File: config.mk
export PLATFORM = sky130hd
export DESIGN_NAME = ioctl_dispatch
export DESIGN_NICKNAME = d
export VERILOG_FILES = /design/src/rtl/ioctl_dispatch.sv
export SDC_FILE = /design/constraint.sdc
export NUM_CORES = 1
export LEC_CHECK = 0
export CORE_MARGIN = 2
export CORE_UTILIZATION = 45
export CTS_CLUSTER_SIZE = 10
export DETAILED_ROUTE_END_ITERATION = 8
export GPL_TIMING_DRIVEN = 0
export PLACE_DENSITY_LB_ADDON = 0.05
export SLEW_MARGIN = 15
export SYNTH_ARGS = -nofsm -noshare
export SYNTH_HDL_FRONTEND = slang
export SYNTH_SLANG_ARGS = --single-unit
File: constraint.sdc
create_clock -name clk_mem -period 5.4 [get_ports clk_mem]
set_clock_uncertainty 0.15 [all_clocks]
set_input_delay 0.54 -clock clk_mem [delete_from_list [all_inputs] [get_ports clk_mem]]
set_output_delay 0.54 -clock clk_mem [all_outputs]
set_load 0.05 [all_outputs]
File: src/rtl/ioctl_dispatch.sv
// ioctl_dispatch: routes hps_io ROM download bytes into per-region SDRAM words (toggle req/ack) and captures DIP-switch bytes.
// Latency: a byte lands in port_d/port_be 2 clocks after the ioctl_wr rising edge; port_req toggles 1 clock after the completing byte.
// Backpressure: IOCTL_DISPATCH_WAIT_EN defined -> ioctl_wait stalls hps_io until ack; undefined -> ioctl_wait tied 0, bytes needing a new word while busy are dropped and set err.
module ioctl_dispatch #(
    parameter int                        NUM_PORTS  = 2,
    parameter int                        DATA_BYTES = 2,
    parameter int                        ADDR_W     = 23,
    parameter logic [NUM_PORTS*25-1:0]   PORT_BASE  = {25'h10000, 25'h00000},
    parameter logic [NUM_PORTS*25-1:0]   PORT_SIZE  = {25'h0C000, 25'h10000},
    parameter int                        ROM_INDEX  = 0,
    parameter int                        DIP_INDEX  = 254,
    parameter int                        DIP_BYTES  = 8
) (
    input  logic                         clk_mem,
    input  logic                         reset_n,
    input  logic                         ioctl_download,
    input  logic                         ioctl_wr,
    input  logic [24:0]                  ioctl_addr,
    input  logic [7:0]                   ioctl_dout,
    input  logic [7:0]                   ioctl_index,
    output logic                         ioctl_wait,
    output logic [NUM_PORTS-1:0]         port_req,
    input  logic [NUM_PORTS-1:0]         port_ack,
    output logic [NUM_PORTS*ADDR_W-1:0]  port_a,
    output logic [DATA_BYTES*8-1:0]      port_d,
    output logic [DATA_BYTES-1:0]        port_be,
    output logic [DIP_BYTES*8-1:0]       dip_sw,
    output logic                         dl_done,
    output logic                         err
);

    localparam int LANE_W = (DATA_BYTES > 1) ? $clog2(DATA_BYTES) : 1;
    localparam int PSEL_W = (NUM_PORTS > 1) ? $clog2(NUM_PORTS) : 1;
    localparam int DIP_AW = (DIP_BYTES > 1) ? $clog2(DIP_BYTES) : 1;
    localparam logic [LANE_W-1:0] LAST_LANE = LANE_W'(DATA_BYTES - 1);

`ifdef IOCTL_DISPATCH_WAIT_EN
    // Busy-time bytes are parked in the hold slot; hps_io is stalled so it never overruns.
    localparam bit BUSY_HOLD = 1'b1;
`else
    // Busy-time bytes may only merge into the word already in flight.
    localparam bit BUSY_HOLD = 1'b0;
`endif

    typedef enum logic [1:0] {S_IDLE, S_COLLECT, S_ISSUE, S_WAIT_ACK} state_t;

    state_t                      r_state, w_nstate;

    logic                        r_wr_q, r_wr_qq, r_dl, r_rom_act_q;
    logic [24:0]                 r_addr;
    logic [7:0]                  r_dout, r_index;

    logic [DATA_BYTES*8-1:0]     r_d;
    logic [DATA_BYTES-1:0]       r_be;
    logic [PSEL_W-1:0]           r_port;
    logic [ADDR_W-1:0]           r_word;
    logic [NUM_PORTS-1:0]        r_req;
    logic [NUM_PORTS*ADDR_W-1:0] r_a;
    logic [DIP_BYTES*8-1:0]      r_dip;

    logic                        r_hold_vld;
    logic [PSEL_W-1:0]           r_hold_port;
    logic [ADDR_W-1:0]           r_hold_word;
    logic [LANE_W-1:0]           r_hold_lane;
    logic [7:0]                  r_hold_dat;

    logic                        r_end_pend, r_done, r_err;

    logic                        w_edge, w_rom_act, w_end, w_fin;
    logic                        w_hit, w_rom_hit, w_rom_miss;
    logic [PSEL_W-1:0]           w_port;
    logic [24:0]                 w_offset;
    logic [LANE_W-1:0]           w_lane;
    logic [ADDR_W-1:0]           w_word;
    logic [DATA_BYTES-1:0]       w_lane_bit, w_hold_bit;
    logic                        w_same_word, w_lane_free, w_acked;
    logic                        w_store, w_hold_set, w_load_hold, w_toggle, w_clr, w_done, w_err_set;

    // Input sampling: one register stage for the strobe edge detect and the byte that goes with it.
    always_ff @(posedge clk_mem or negedge reset_n) begin
        if (!reset_n) begin
            r_wr_q      <= 1'b0;
            r_wr_qq     <= 1'b0;
            r_dl        <= 1'b0;
            r_rom_act_q <= 1'b0;
            r_addr      <= '0;
            r_dout      <= '0;
            r_index     <= '0;
        end else begin
            r_wr_q      <= ioctl_wr;
            r_wr_qq     <= r_wr_q;
            r_dl        <= ioctl_download;
            r_rom_act_q <= w_rom_act;
            r_addr      <= ioctl_addr;
            r_dout      <= ioctl_dout;
            r_index     <= ioctl_index;
        end
    end

    assign w_edge     = r_wr_q & ~r_wr_qq;
    assign w_rom_act  = r_dl && (r_index == 8'(ROM_INDEX));
    // An index change counts as the end of the ROM session just like download falling.
    assign w_end      = r_rom_act_q & ~w_rom_act;
    assign w_fin      = w_end | r_end_pend;

    // Region decode: scan downwards so the lowest matching port wins.
    always_comb begin
        w_hit    = 1'b0;
        w_port   = '0;
        w_offset = '0;
        for (int p = NUM_PORTS - 1; p >= 0; p--) begin
            if (({1'b0, r_addr} >= {1'b0, PORT_BASE[p*25 +: 25]}) &&
                ({1'b0, r_addr} <  ({1'b0, PORT_BASE[p*25 +: 25]} + {1'b0, PORT_SIZE[p*25 +: 25]}))) begin
                w_hit    = 1'b1;
                w_port   = PSEL_W'(p);
                w_offset = r_addr - PORT_BASE[p*25 +: 25];
            end
        end
    end

    assign w_lane      = LANE_W'(w_offset % DATA_BYTES);
    assign w_word      = ADDR_W'(w_offset / DATA_BYTES);
    assign w_lane_bit  = DATA_BYTES'(1) << w_lane;
    assign w_hold_bit  = DATA_BYTES'(1) << r_hold_lane;
    assign w_rom_hit   = w_edge & w_rom_act & w_hit;
    assign w_rom_miss  = w_edge & w_rom_act & ~w_hit;
    assign w_same_word = (r_be != '0) && (w_port == r_port) && (w_word == r_word);
    assign w_lane_free = ~r_be[w_lane];
    assign w_acked     = (r_state == S_WAIT_ACK) && (port_ack[r_port] == r_req[r_port]);

    // FSM state register.
    always_ff @(posedge clk_mem or negedge reset_n) begin
        if (!reset_n) r_state <= S_IDLE;
        else          r_state <= w_nstate;
    end

    // Next state and datapath controls.
    always_comb begin
        w_nstate    = r_state;
        w_store     = 1'b0;
        w_hold_set  = 1'b0;
        w_load_hold = 1'b0;
        w_toggle    = 1'b0;
        w_clr       = 1'b0;
        w_done      = 1'b0;
        w_err_set   = w_rom_miss;
        case (r_state)
            S_IDLE: begin
                if (w_rom_hit) begin
                    w_store  = 1'b1;
                    w_nstate = (w_lane == LAST_LANE) ? S_ISSUE : S_COLLECT;
                end else if (w_fin) begin
                    w_done = 1'b1;
                end
            end
            S_COLLECT: begin
                if (w_rom_hit && (r_be != '0) && !w_same_word) begin
                    // Flush the open word first; the new byte waits in the hold slot.
                    w_hold_set = 1'b1;
                    w_nstate   = S_ISSUE;
                end else if (w_rom_hit) begin
                    w_store = 1'b1;
                    if ((w_lane == LAST_LANE) || w_fin) w_nstate = S_ISSUE;
                end else if (w_fin) begin
                    if (r_be != '0) begin
                        w_nstate = S_ISSUE;
                    end else begin
                        w_nstate = S_IDLE;
                        w_done   = 1'b1;
                    end
                end
            end
            S_ISSUE: begin
                w_toggle = 1'b1;
                w_nstate = S_WAIT_ACK;
            end
            S_WAIT_ACK: begin
                if (w_acked) begin
                    w_clr = 1'b1;
                    if (r_hold_vld) begin
                        w_load_hold = 1'b1;
                        w_nstate    = ((r_hold_lane == LAST_LANE) || w_fin) ? S_ISSUE : S_COLLECT;
                    end else if (w_rom_hit) begin
                        w_store  = 1'b1;
                        w_nstate = ((w_lane == LAST_LANE) || w_fin) ? S_ISSUE : S_COLLECT;
                    end else if (w_fin) begin
                        w_nstate = S_IDLE;
                        w_done   = 1'b1;
                    end else begin
                        w_nstate = S_COLLECT;
                    end
                end
            end
            default: w_nstate = S_IDLE;
        endcase
        // Bytes that arrive while a request is outstanding and were not taken above.
        if (((r_state == S_ISSUE) || (r_state == S_WAIT_ACK)) && w_rom_hit && !w_store) begin
            if (BUSY_HOLD && !r_hold_vld && !w_acked)
                w_hold_set = 1'b1;
            else if (!BUSY_HOLD && !w_acked && w_same_word && w_lane_free)
                w_store = 1'b1;
            else
                w_err_set = 1'b1;
        end
    end

    // Word assembly, hold slot, per-port request/address and status flags.
    always_ff @(posedge clk_mem or negedge reset_n) begin
        if (!reset_n) begin
            r_d         <= '0;
            r_be        <= '0;
            r_port      <= '0;
            r_word      <= '0;
            r_req       <= '0;
            r_a         <= '0;
            r_hold_vld  <= 1'b0;
            r_hold_port <= '0;
            r_hold_word <= '0;
            r_hold_lane <= '0;
            r_hold_dat  <= '0;
            r_end_pend  <= 1'b0;
            r_done      <= 1'b0;
            r_err       <= 1'b0;
        end else begin
            r_done     <= w_done;
            r_end_pend <= (r_end_pend | w_end) & ~w_done;
            if (w_err_set) r_err <= 1'b1;
            if (w_toggle) begin
                r_req[r_port]                 <= ~r_req[r_port];
                r_a[r_port*ADDR_W +: ADDR_W]  <= r_word;
            end
            if (w_hold_set) begin
                r_hold_vld  <= 1'b1;
                r_hold_port <= w_port;
                r_hold_word <= w_word;
                r_hold_lane <= w_lane;
                r_hold_dat  <= r_dout;
            end else if (w_load_hold) begin
                r_hold_vld  <= 1'b0;
            end
            if (w_load_hold) begin
                r_be                    <= w_hold_bit;
                r_d[r_hold_lane*8 +: 8] <= r_hold_dat;
                r_port                  <= r_hold_port;
                r_word                  <= r_hold_word;
            end else if (w_store) begin
                r_be               <= (w_clr ? '0 : r_be) | w_lane_bit;
                r_d[w_lane*8 +: 8] <= r_dout;
                r_port             <= w_port;
                r_word             <= w_word;
            end else if (w_clr) begin
                r_be <= '0;
            end
        end
    end

    // DIP-switch capture; independent of the ROM word path.
    always_ff @(posedge clk_mem or negedge reset_n) begin
        if (!reset_n) begin
            r_dip <= '0;
        end else if (w_edge && (r_index == 8'(DIP_INDEX)) && (r_addr < 25'(DIP_BYTES))) begin
            r_dip[r_addr[DIP_AW-1:0]*8 +: 8] <= r_dout;
        end
    end

`ifdef IOCTL_DISPATCH_WAIT_EN
    logic r_wait;

    // Stall hps_io from the req toggle until the ack is seen.
    always_ff @(posedge clk_mem or negedge reset_n) begin
        if (!reset_n) r_wait <= 1'b0;
        else          r_wait <= (w_nstate == S_WAIT_ACK);
    end

    assign ioctl_wait = r_wait;
`else
    assign ioctl_wait = 1'b0;
`endif

    assign port_req = r_req;
    assign port_a   = r_a;
    assign port_d   = r_d;
    assign port_be  = r_be;
    assign dip_sw   = r_dip;
    assign dl_done  = r_done;
    assign err      = r_err;

endmodule

==> qor.txt <==
Final core area utilization = 60.14%
Routability cong. = 0.9248
HP Class = input port to register
Vias = 7442
Synth top cells by count = dfrtp_1 (238), nand2_1 (141), o21ai_0 (83)
Number of global-route vias before repair = 7382
Drt total wl = 25810 microns
Clock share of power = 46.6%
Clock Pin Slew Worst Setup and Hold Paths = 0.05 ns
Run status = complete, no violations
Slew headroom = 34.01%
Final worst setup slack = 0.8201 ns
Setup Viol. Count Final = 0
Startpoint Class = register
Minimum clock period = 4.580 ns
# clock sinks = 238
Mapped Area = 9734 sq um
Sw Share = 21.25%
Synth area leader = dfrtp_1
First-pass GRT wire length = 40080 microns
Post-route cell area = 12720 sq um
# diodes = 0
Achievable Freq = 0.2183 GHz
Clock root cell = clkbuf_16
Max-Cap Viols = 0
Avg Inst Size Synth = 11.18 sq um
CP Data Arrival Time = 4.85 ns
Most Frequent Cell on Critical Path = buf_2
Total CTS buffers = 28
Slew @ Worst Pin = 0.9824 ns
CTS tree = done
Final Hold Viols = 0
Critical path peak fanout = 10
Grt ovf = 0
Share of cells above drive strength 1 = 12.14%
Number of synthesized flops with an enable pin = 0
Die height = 151.1 microns
Leakage = 5.728 nW
P_int = 2.871 mW
CP max stage delay = 0.69 ns
CP Cell Sequence = nor4_1 > buf_2 > nand4_1 > a2111oi_0 > o21ai_0 > or4_1 > buf_2 > nand3_1 > buf_2 > mux2_2
Synth warn = 0
DP Area = 11920 sq um
Final Cycle Share = 84.81%
Detail Placement HPWL = 18280 microns
Syn Inst Count = 871
Top_reg_cell synth = dfrtp_1
Synth top area share = 61.18%
WP data required = 5.67 ns
Vias/cell = 5.464
NumNets Final = 1132
Synth area leaders = dfrtp_1 (61%), mux2_2 (8.8%), nand2_1 (5.4%)
Layout area overhead = 30.69%
Die Wd = 151.1 microns
Clk_lat worst skew = 0.54 ns
Pwr Total = 3.646 mW
Ys async rst share = 100.0%
RSZ-0062 raised after global routing = false
Cell variety after synth = 57
NetSw = 0.7748 mW
Maximum clock path buffer count = 3
Initial antenna violation count = 0
Place WS = 0.9933 ns
FF+latch count, synth = 238
Die area = 22820 sq um
Synth Net Count = 921
Fin Hold WS = 0.2894 ns
CTS HTree Levels = 1
Initial core utilization = 46.02%
Final Max Slew Viols = 0
Max VDD drop = 0.2230 mV
Postcts setup bufs = 0
Drt pass-1 iters = 8
Crit path capture type = register
Routed length per placed instance = 18.95 microns
Initial drt markers = 432
Pwr/cell area = 286.6 nW/um^2
Largest net degree at the start of global routing = 105
Combinational power share = 3.6%
Area of the core = 21150 sq um
Seq/Total Area, Yosys = 61.18%
Reg-to-reg slack, setup = 0.82 ns
Seq pwr share = 49.9%
Antenna viol nets, final = 0
Buffers on Ports = 178
Slowest CP cell = nor4_1
Drt drc = 0
Crit Path Class = register to register
Most common cell in the netlist = dfrtp_1
Overall Global Routing Usage = 22.61%
# rows = 53
I/O pin total = 180
FILL cells = 1786
==> timing repair <==
| item | 4_1_cts | 5_1_grt |
|---|---|---|
| gates resized for setup | 0 | 0 |
| hold buffers | 1 | 0 |
| setup endpoints to repair | 0 | 0 |
| hold endpoints to repair | 64 | 0 |
==> power groups by stage <==
stage	clock network, mW	registers (mW)	logic (mW)
after floorplan	0	1.85	0.0380
after global placement	0	1.85	0.126
after detailed placement	0	1.85	0.132
after CTS	1.74	1.82	0.133
after global routing	1.80	1.82	0.145
final	1.70	1.82	0.130
==> state kept, by name (all words and copies together) (netlist names), 2 cells and up <==
signal and count:
port_d 16, port_be 2, r_hold_word 23, dip_sw 64
r_word 23, r_addr 25, port_a 46, r_state 2
r_hold_dat 8, r_index 8, r_dout 8, port_req 2
==> worst paths after layout <==
kind,startpoint,end,depth (start not counted)
worst max-delay path,r_addr[22]$_DFF_PN0_,r_hold_dat[5]$_DFFE_PN0P_,10
worst min-delay path,ioctl_dout[7],r_dout[7]$_DFF_PN0_,1
worst max register to register,r_addr[22]$_DFF_PN0_,r_hold_dat[5]$_DFFE_PN0P_,10
worst min register to register,r_wr_q$_DFF_PN0_,r_wr_qq$_DFF_PN0_,0
max in group asynchronous,reset_n,r_addr[18]$_DFF_PN0_,3
min in group asynchronous,reset_n,r_dout[5]$_DFF_PN0_,2
==> metal layers <==
layer	vias to the layer above	share of wire, %	global-route usage, %
met4	0	3.1	6.822
met2	269	47	37.20
met5	-	0	0
li1	3462	-	-
met1	3649	45	31.40
met3	62	5.6	3.193
==> cells by family (layout without fill, tap and decap cells) <==
group / after synthesis / count (layout) / share of synthesized area (%)
other: 1 / 1 / 0.03852
AO/OA/AOI/OAI: 192 / 192 / 12.38
buffers and inverters: 70 / 286 / 2.956
XOR/XNOR: 11 / 11 / 0.9897
adder cells (fa/ha/maj): 3 / 3 / 0.3856
flip-flops: 238 / 238 / 61.18
AND/OR/NAND/NOR: 278 / 278 / 13.07
multiplexers: 78 / 78 / 8.997
==> cells in the final DEF (no fill, tap or decap), types with 5 or more instances in the layout <==
cell,count
nand4_1,7
nand3_1,8
nor3_1,11
dfrtp_1,238
and2_1,15
buf_2,11
a21o_1,6
inv_1,17
clkbuf_1,38
buf_1,6
o21ai_0,83
mux2_2,76
xnor2_1,5
o211ai_1,18
clkbuf_16,28
or3_1,5
nor4_1,5
xor2_1,6
clkdlybuf4s50_1,177
nor2b_1,5
a31oi_1,20
nor2_1,57
a221o_1,10
nand2_1,141
a21oi_1,25
==> final cells by class <==
cell class / instances / area (sq um) / share of cell area (%)
sequential: 238 / 5956 / 46.81
multi-input combinational: 563 / 3491 / 27.44
timing repair buffer: 181 / 1852 / 14.56
clock buffer: 32 / 715.7 / 5.625
tap: 275 / 344.1 / 2.705
buffer: 53 / 224.0 / 1.760
clock inverter: 3 / 76.32 / 0.5999
inverter: 17 / 63.81 / 0.5016
==> critical path, delay by kind of cell (launching register included) <==
family          cells  cell delay, ns
buf+inv             3            0.92
compound gates      2            0.80
simple gates        4            1.80
flops               1            0.43
mux                 1            0.37
==> through the flow <==
step / setup TNS (ns) / instances
finish: 0 / 1362
global route: 0 / 1362
CTS: 0 / 1362
detailed placement: 0 / 1326
global placement: -1525.83 / 1324
floorplan: 0 / 871
(Power assumes the default switching activity.)
